$ cat src/rtl/stopwatch_pkg.sv
// stopwatch_pkg: shared segment patterns, slot index type and anode constants for the display path
package stopwatch_pkg;
    typedef logic [1:0] slot_t;
    localparam logic [6:0] SEG_0    = 7'b1000000;
    localparam logic [6:0] SEG_1    = 7'b1111001;
    localparam logic [6:0] SEG_2    = 7'b0100100;
    localparam logic [6:0] SEG_3    = 7'b0110000;
    localparam logic [6:0] SEG_4    = 7'b0011001;
    localparam logic [6:0] SEG_5    = 7'b0010010;
    localparam logic [6:0] SEG_6    = 7'b0000010;
    localparam logic [6:0] SEG_7    = 7'b1111000;
    localparam logic [6:0] SEG_8    = 7'b0000000;
    localparam logic [6:0] SEG_9    = 7'b0010000;
    localparam logic [6:0] SEG_DASH = 7'b0111111;
    localparam logic [6:0] SEG_OFF  = 7'b1111111;
    localparam logic [3:0] AN_OFF   = 4'b1111;
endpackage

$ cat src/rtl/seg_display_mux_if.sv
// seg_display_mux_if: digit/blink inputs and active-low display drive of the scan multiplexer
interface seg_display_mux_if;
    logic [4:0] min_l;
    logic [4:0] min_r;
    logic [4:0] sec_l;
    logic [4:0] sec_r;
    logic       blink_en;
    logic [3:0] an;
    logic [6:0] seg;
    logic       dp;
    modport master (output min_l, min_r, sec_l, sec_r, blink_en, input an, seg, dp);
    modport slave  (input min_l, min_r, sec_l, sec_r, blink_en, output an, seg, dp);
endinterface

$ cat src/rtl/bcd_to_seg.sv
// bcd_to_seg: 5-bit digit to active-low {g,f,e,d,c,b,a} pattern, dash for anything above 9
module bcd_to_seg
    import stopwatch_pkg::*;
(
    input  logic [4:0] d,
    output logic [6:0] seg
);
    always_comb begin
        seg = SEG_DASH;
        case (d)
            5'd0:    seg = SEG_0;
            5'd1:    seg = SEG_1;
            5'd2:    seg = SEG_2;
            5'd3:    seg = SEG_3;
            5'd4:    seg = SEG_4;
            5'd5:    seg = SEG_5;
            5'd6:    seg = SEG_6;
            5'd7:    seg = SEG_7;
            5'd8:    seg = SEG_8;
            5'd9:    seg = SEG_9;
            default: seg = SEG_DASH;
        endcase
    end
endmodule

$ cat src/rtl/seg_display_mux.sv
// seg_display_mux: scans four digits onto a common-anode display with frame snapshot, lead blank and blink
module seg_display_mux
    import stopwatch_pkg::*;
#(
    parameter int SCAN_DIV     = 100000,
    parameter int BLINK_FRAMES = 125,
    parameter int BLANK_LEAD   = 1
) (
    input logic             clk,
    input logic             rst_n,
    seg_display_mux_if.slave bus
);
    localparam int PW = $clog2(SCAN_DIV);
    localparam int FW = BLINK_FRAMES > 1 ? $clog2(BLINK_FRAMES) : 1;

    logic [PW-1:0] pre;
    slot_t         slot, nslot;
    logic [4:0]    din [4];
    logic [4:0]    shadow [4];
    logic [FW-1:0] fcnt;
    logic          phase, lit, next_lit;
    logic          tc, wrap, last, blink_off, lead_off;
    logic [4:0]    digit;
    logic [6:0]    seg_d;

    always_comb begin
        din[0] = bus.sec_r;
        din[1] = bus.sec_l;
        din[2] = bus.min_r;
        din[3] = bus.min_l;
    end

    assign tc    = pre == PW'(SCAN_DIV - 1);
    assign nslot = slot + 2'd1;
    assign wrap  = slot == 2'd3;
    assign last  = fcnt == FW'(BLINK_FRAMES - 1);
    // slot 0 of a new frame shows the inputs being captured on this very edge
    assign digit = wrap ? bus.sec_r : shadow[nslot];
    // lit holds the phase of the frame in progress so a toggle never splits a frame
    assign next_lit  = wrap ? phase : lit;
    assign blink_off = bus.blink_en && !next_lit;
    assign lead_off  = BLANK_LEAD != 0 && nslot == 2'd3 && shadow[3] == 5'd0;

    bcd_to_seg u_dec (.d(digit), .seg(seg_d));

    always_ff @(posedge clk or negedge rst_n) begin
        if (!rst_n) begin
            pre     <= '0;
            slot    <= '0;
            shadow  <= '{default: '0};
            fcnt    <= '0;
            phase   <= 1'b1;
            lit     <= 1'b1;
            bus.an  <= 4'b1110;
            bus.seg <= SEG_0;
            bus.dp  <= 1'b1;
        end else begin
            pre <= tc ? '0 : pre + PW'(1);
            if (tc) begin
                slot <= nslot;
                if (wrap) shadow <= din;
                if (!bus.blink_en) begin
                    fcnt  <= '0;
                    phase <= 1'b1;
                    lit   <= 1'b1;
                end else if (wrap) begin
                    lit   <= phase;
                    fcnt  <= last ? '0 : fcnt + FW'(1);
                    phase <= last ? !phase : phase;
                end
                bus.an  <= (blink_off || lead_off) ? AN_OFF : ~(4'b0001 << nslot);
                bus.seg <= (blink_off || lead_off) ? SEG_OFF : seg_d;
                bus.dp  <= blink_off || nslot != 2'd2;
            end
        end
    end
endmodule

$ cat src/flat_wrapper.sv
// flat-port wrapper written by rule: the top's interface ports become plain ports
module seg_display_mux_flat import stopwatch_pkg::*;
#(
    parameter int SCAN_DIV     = 100000,
    parameter int BLINK_FRAMES = 125,
    parameter int BLANK_LEAD   = 1
)
  (clk, rst_n, bus_min_l, bus_min_r, bus_sec_l, bus_sec_r, bus_blink_en, bus_an, bus_seg, bus_dp);
  seg_display_mux_if bus_i ();
  input logic clk;
  input logic rst_n;
  input wire logic [$bits(bus_i.min_l)-1:0] bus_min_l;
  input wire logic [$bits(bus_i.min_r)-1:0] bus_min_r;
  input wire logic [$bits(bus_i.sec_l)-1:0] bus_sec_l;
  input wire logic [$bits(bus_i.sec_r)-1:0] bus_sec_r;
  input wire logic [$bits(bus_i.blink_en)-1:0] bus_blink_en;
  output wire logic [$bits(bus_i.an)-1:0] bus_an;
  output wire logic [$bits(bus_i.seg)-1:0] bus_seg;
  output wire logic [$bits(bus_i.dp)-1:0] bus_dp;
  assign bus_i.min_l = bus_min_l;
  assign bus_i.min_r = bus_min_r;
  assign bus_i.sec_l = bus_sec_l;
  assign bus_i.sec_r = bus_sec_r;
  assign bus_i.blink_en = bus_blink_en;
  assign bus_an = bus_i.an;
  assign bus_seg = bus_i.seg;
  assign bus_dp = bus_i.dp;
  seg_display_mux #(.SCAN_DIV(SCAN_DIV), .BLINK_FRAMES(BLINK_FRAMES), .BLANK_LEAD(BLANK_LEAD)) u_core (.clk(clk), .rst_n(rst_n), .bus(bus_i));
endmodule
$ cat config.mk
export PLATFORM = sky130hd
export DESIGN_NAME = seg_display_mux_flat
export DESIGN_NICKNAME = d
export VERILOG_FILES = /design/src/rtl/stopwatch_pkg.sv /design/src/rtl/seg_display_mux_if.sv /design/src/rtl/bcd_to_seg.sv /design/src/rtl/seg_display_mux.sv /design/src/flat_wrapper.sv
export SDC_FILE = /design/constraint.sdc
export NUM_CORES = 1
export LEC_CHECK = 0
export ABC_AREA = 1
export CORE_AREA = 2 2 103 105
export CTS_CLUSTER_SIZE = 30
export DETAILED_ROUTE_END_ITERATION = 10
export DIE_AREA = 0 0 105 107
export PLACE_DENSITY_LB_ADDON = 0.3
export SKIP_CTS_REPAIR_TIMING = 1
export SYNTH_ARGS = -nofsm -noshare
export SYNTH_HDL_FRONTEND = slang
export SYNTH_SLANG_ARGS = --single-unit
$ cat constraint.sdc
create_clock -name clk -period 5.5 [get_ports clk]
set_clock_uncertainty 0.05 [all_clocks]
set_input_delay 1.65 -clock clk [delete_from_list [all_inputs] [get_ports clk]]
set_output_delay 1.65 -clock clk [all_outputs]
set_load 0.01 [all_outputs]
# Word level (Yosys, flattened, before mapping)
# Memory sizes are Yosys's and may differ from the RTL's.
# Cells that the tools add are included.
op_classes:
  n_lt_le_gt_ge: 1
  n_addsub: 3
  mux: 16
  bitwise: 2
  n_shift: 1
  n_reduce_logical: 10
  n_eq_ne: 7
ops:
  columns: ["op", "count"]
  rows:
  - ["7-bit two-way mux", 5]
  - ["17-bit by 1-bit adder with 17-bit output (second input constant)", 1]
  - ["17-bit equality test (second input constant)", 1]
  - ["17-bit two-way mux", 1]
  - ["5-bit two-way mux", 3]
  - ["5-bit binary-select mux with 2-bit select", 1]
  - ["7-bit by 1-bit adder with 7-bit output (second input constant)", 1]
  - ["7-bit equality test (second input constant)", 1]
  - ["5-bit zero test", 1]
  - ["1-bit two-way mux", 5]
  - ["2-bit equality test (second input constant)", 2]
  - ["4-bit two-way mux", 1]
  - ["2-bit by 1-bit inequality test with 1-bit output (second input constant)", 2]
  - ["4-bit inverter", 1]
  - ["2-bit AND reduction", 2]
  - ["1-bit by 2-bit left shift with 4-bit output (first input constant)", 1]
  - ["3-bit >= comparator (second input constant)", 1]
  - ["2-bit inverter with 3-bit output", 1]
  - ["3-bit AND reduction", 1]
  - ["2-bit by 1-bit adder with 2-bit output (second input constant)", 1]
  - ["1-bit logical AND", 2]
  - ["1-bit zero test", 2]
  - ["1-bit logical OR", 2]
  - ["2-bit inequality test (second input constant)", 1]
word_totals:
  wordCells: 53
  input_bits: 23
  mem_bits_ro: 112
  out_inout_bits: 12
  mem_count: 1
  reg_bits: 60
mem_list:
  columns: ["name", "depth", "width", "read_ports", "rd_ports_with_merged_regs", "write_ports", "line", "text"]
  rows:
  - ["(name not given)", 16, 7, 1, 0, 0, "bcd_to_seg.sv:10", "case (d)"]

# Logic depth before layout (Yosys ltp)
# An unclocked memory read counts as a cell.
logic_depth:
  ltp_word: 9
  depth_mapped: 15
  depth_no_buf: 14

# Modules after synthesis
# A second synthesis with hierarchy kept.
unflattened:
  hier_cells: 456
  area_unflattened_um2: 3363.2
by_module_without_submodules:
  columns: ["mod", "area_each_um2", "seq_area_each_um2", "cells_each", "instances"]
  rows:
  - ["seg_display_mux", 3160.5, 1510.2, 419, 1]
  - ["bcd_to_seg", 202.7, 0.0, 37, 1]

# Least setup slack after synthesis
# OpenSTA, ideal clock, no wires.
synth_timing:
  path_type: "in2reg"
  start: "input bus_blink_en"
  end: "register u_core.bus.seg[0]"
  setup_time_ns: 0.117
  required_time_ns: 5.333
  slack_ns: 2.858
  path_buffers: 1
  path_stages: 7
  arrival_time_ns: 2.476
  path_cell_list: "clkbuf_1 nand3_1 nand4_1 nor2_1 nand2_1 nor2_1 nor2_1"
synth_between:
  elab_chain_cells: 3
synth_lines:
  columns: ["item", "line", "text"]
  rows:
  - ["start: declaration", "flat_wrapper.sv:16", "input wire logic [$bits(bus_i.blink_en)-1:0] bus_blink_en;"]
  - ["1-bit logical AND", "seg_display_mux.sv:41", "assign blink_off = bus.blink_en && !next_lit;"]
  - ["1-bit logical OR", "seg_display_mux.sv:72", "bus.seg <= (blink_off || lead_off) ? SEG_OFF : seg_d;"]
  - ["7-bit two-way mux", "seg_display_mux.sv:72", null]
  - ["end signal: assignment", "seg_display_mux.sv:72", null]
  - ["end: declaration", "seg_display_mux_if.sv:12", "modport slave (input min_l, min_r, sec_l, sec_r, blink_en, output an, seg, dp);"]
# Every way passes these cells.
# A chain may end at the register's enable or synchronous reset.

# Worst setup path after layout
layout_timing:
  start: "register u_core.bus.dp"
  end: "output bus_dp"
layout_lines:
  columns: ["item", "line", "text"]
  rows:
  - ["start: declaration", "seg_display_mux_if.sv:12", null]
  - ["start signal: assignment", "seg_display_mux.sv:56", "bus.dp <= 1'b1;"]
  - ["start signal: assignment", "seg_display_mux.sv:73", "bus.dp <= blink_off || nslot != 2'd2;"]
  - ["end: declaration", "flat_wrapper.sv:19", "output wire logic [$bits(bus_i.dp)-1:0] bus_dp;"]
# No word-level cell between the ends.

==> results.md <==
* Fin. max-slew vios at 0
* PwrDens at 227 nW/um^2
* Largest net degree at the start of global routing at 61
* Final period utilization at 0.570
* Slowest stage cell, crit path: dfstp_2
* Drt total wl at 7.31 mm
* Global placement routability congestion at 0.839
* Worst Setup Slack, final at 2.37 ns
* Dpl cell area at 3930 sq um
* Die Y at 107 um
* Post-DR vias/cell at 4.53
* Initial antenna violation count at 0
* Sink Count at 60
* Filler cells at 1072
* Core area at 10100 sq um
* GR Util All Layers at 0.143
* Hold Slack at 0.414 ns
* Max-cap violation count at 0
* Die area at 11200 sq um
* Initial Util at 0.347
* Worst Hold Class: flip-flop to flip-flop
* CTS tree: done
* Initial DRT Pass Iterations at 5
* Layout cell share with drive strength beyond 1 at 0.157
* End of the critical path: bus_dp
* Avg Cell Area, Syn at 8.15 sq um
* Setup TNS at 0 ns
* R2r startpoint: u_core.slot[0]$_DFFE_PN0N_
* First-pass GRT wire length at 12.9 mm
* CP cell instances: clkdlybuf4s50_1
* Sequential-to-total area share from yosys stat at 0.432
* Placed cell count at 591
* Final antenna-violating net count at 0
* Hpwl dp at 5.26 mm
* Final setup fails at 0
* Worst setup EP type: primary output
* Clk_lat worst skew at 0.34 ns
* Antenna Cells at 0
* Worst r2r path cells at 14
* Total CTS buffers at 9
* CP max FO at 2
* FF-to-FF End: u_core.bus.seg[3]$_DFFE_PN0N_
* Post-Synthesis Cell Area at 3500 sq um
* R2R Setup Slk at 2.46 ns
* Vias at 2752
* CP max stage delay at 0.56 ns
* Synthesis warning total at 0
* Headroom to the max-slew limit at 0.481
* Commonest non-fill, non-tap cell in the layout: nand2_1
* Top-Level Pins at 35
* Final core occ at 0.411
* H-Tree Depth at 3
* Status: complete, no violations
* Vias in the first global route at 2738
* Clk slew on worst S/H paths at 0.07 ns
* RSZ-0062 raised after global routing: no
* Non-filler instance count after layout at 607
* Synthesis-to-layout area growth at 18.7%
* Initial DRC count at 92
* Clk Tree Root Cell: clkbuf_8
* Distinct cells, synth at 31
* CTS Buffer Depth at 2
* CP delay by family, top: flip-flops
* CP required at 3.80 ns
* Post-route cell area at 4150 sq um
* Most frequent cells in the layout: nand2_1 (93), nor2_1 (64), inv_1 (54)
* Worst setup startpoint: u_core.bus.dp$_DFFE_PN1N_
* Worst path arrival time at 1.43 ns
* Leak at 1.96 nW
* Wire per inst at 12.0 um
* Syn nets at 466
* CP Buf/Inv Count at 1
* Crit path time final at 3.13 ns
* Peak Freq at 0.319 GHz
* Critical Path Start Type: flip-flop
* Worst slew pin tran at 0.778 ns
* Pre-CTS WS at 2.19 ns
* Synthesized flop and latch total at 60
* Row count at 37
* Port bufs at 34
* Grt ovf at 0
* Worst IR Drop VDD at 0.120 mV
* Die width at 105 um
* Post-layout power at 944 uW
* CP Class: flip-flop to primary output
* Layout Nets at 503
* Final Hold Violating Endpoints at 0
* Synth Instances at 429
* DRC at 0
* Stages on worst setup path at 1
==> area by class of cell <==
class                      count  area (sq um)  share of cell area
clock buffer                  10           138              0.0331
tap                          136           170              0.0410
timing repair buffer          35           343              0.0826
inverter                      59           226              0.0545
multi-input combinational    301          1680               0.404
clock inverter                 6          87.6              0.0211
sequential                    60          1510               0.364
==> state kept, by name, summed over array words and instances (netlist names) <==
signal / count
u_core.phase: 1
u_core.pre: 17
u_core.bus.an: 4
u_core.shadow: 20
u_core.bus.dp: 1
u_core.slot: 2
u_core.fcnt: 7
u_core.bus.seg: 7
u_core.lit: 1
==> cell usage after synthesis (all sizes together) <==
library cell | count | area (sq um)
or2 | 2 | 12.5
dfstp | 7 | 184
nor2 | 74 | 353
o21ai | 17 | 96.3
a31oi | 2 | 12.5
ha | 14 | 175
a21oi | 21 | 158
nand3b | 5 | 37.5
nand3 | 35 | 190
dfrtp | 53 | 1330
nor4 | 2 | 12.5
nor3 | 6 | 40.0
inv | 59 | 226
clkbuf | 1 | 3.75
xor2 | 13 | 114
buf | 8 | 78.8
xnor2 | 1 | 8.76
nand2 | 103 | 430
nand4 | 6 | 37.5
==> power by group <==
part | internal, mW | total (mW) | leakage [nW] | switching [mW]
Sequential | 0.447 | 0.448 | 0.699 | 0.00170
Clock | 0.266 | 0.445 | 0.105 | 0.178
Combinational | 0.0223 | 0.0512 | 1.16 | 0.0289
Total | 0.735 | 0.944 | 1.96 | 0.209
==> per-layer routing <==
layer  track usage  vias to the layer above  part of all wire  routed length (um)
met3        0.0444                        4             0.039                 285
li1              -                     1416                 -                   -
met2         0.239                       48              0.48                3520
met5             0                        -                 0                   0
met4        0.0390                        0            0.0063                  46
met1         0.179                     1284              0.47                3460
==> cell families after synthesis <==
kind of cell    synth area share
compound gates            0.0762
xor+xnor                  0.0351
fa+ha+maj                 0.0501
buf+inv                   0.0884
flops                      0.432
simple gates               0.318
==> how the worst min path moves through the flow <==
stage	end	slack (ns)	start	depth (start not counted)
CTS	u_core.pre[0]$_DFF_PN0_	0.42	u_core.pre[0]$_DFF_PN0_	1
detailed placement	u_core.pre[0]$_DFF_PN0_	0.41	u_core.pre[0]$_DFF_PN0_	1
global placement	u_core.pre[0]$_DFF_PN0_	0.40	u_core.pre[0]$_DFF_PN0_	1
floorplan	u_core.pre[0]$_DFF_PN0_	0.38	u_core.pre[0]$_DFF_PN0_	1
global route	u_core.pre[0]$_DFF_PN0_	0.43	u_core.pre[0]$_DFF_PN0_	1
finish	u_core.pre[0]$_DFF_PN0_	0.41	u_core.pre[0]$_DFF_PN0_	1
No activity file was read; power rests on OpenSTA's default activity.
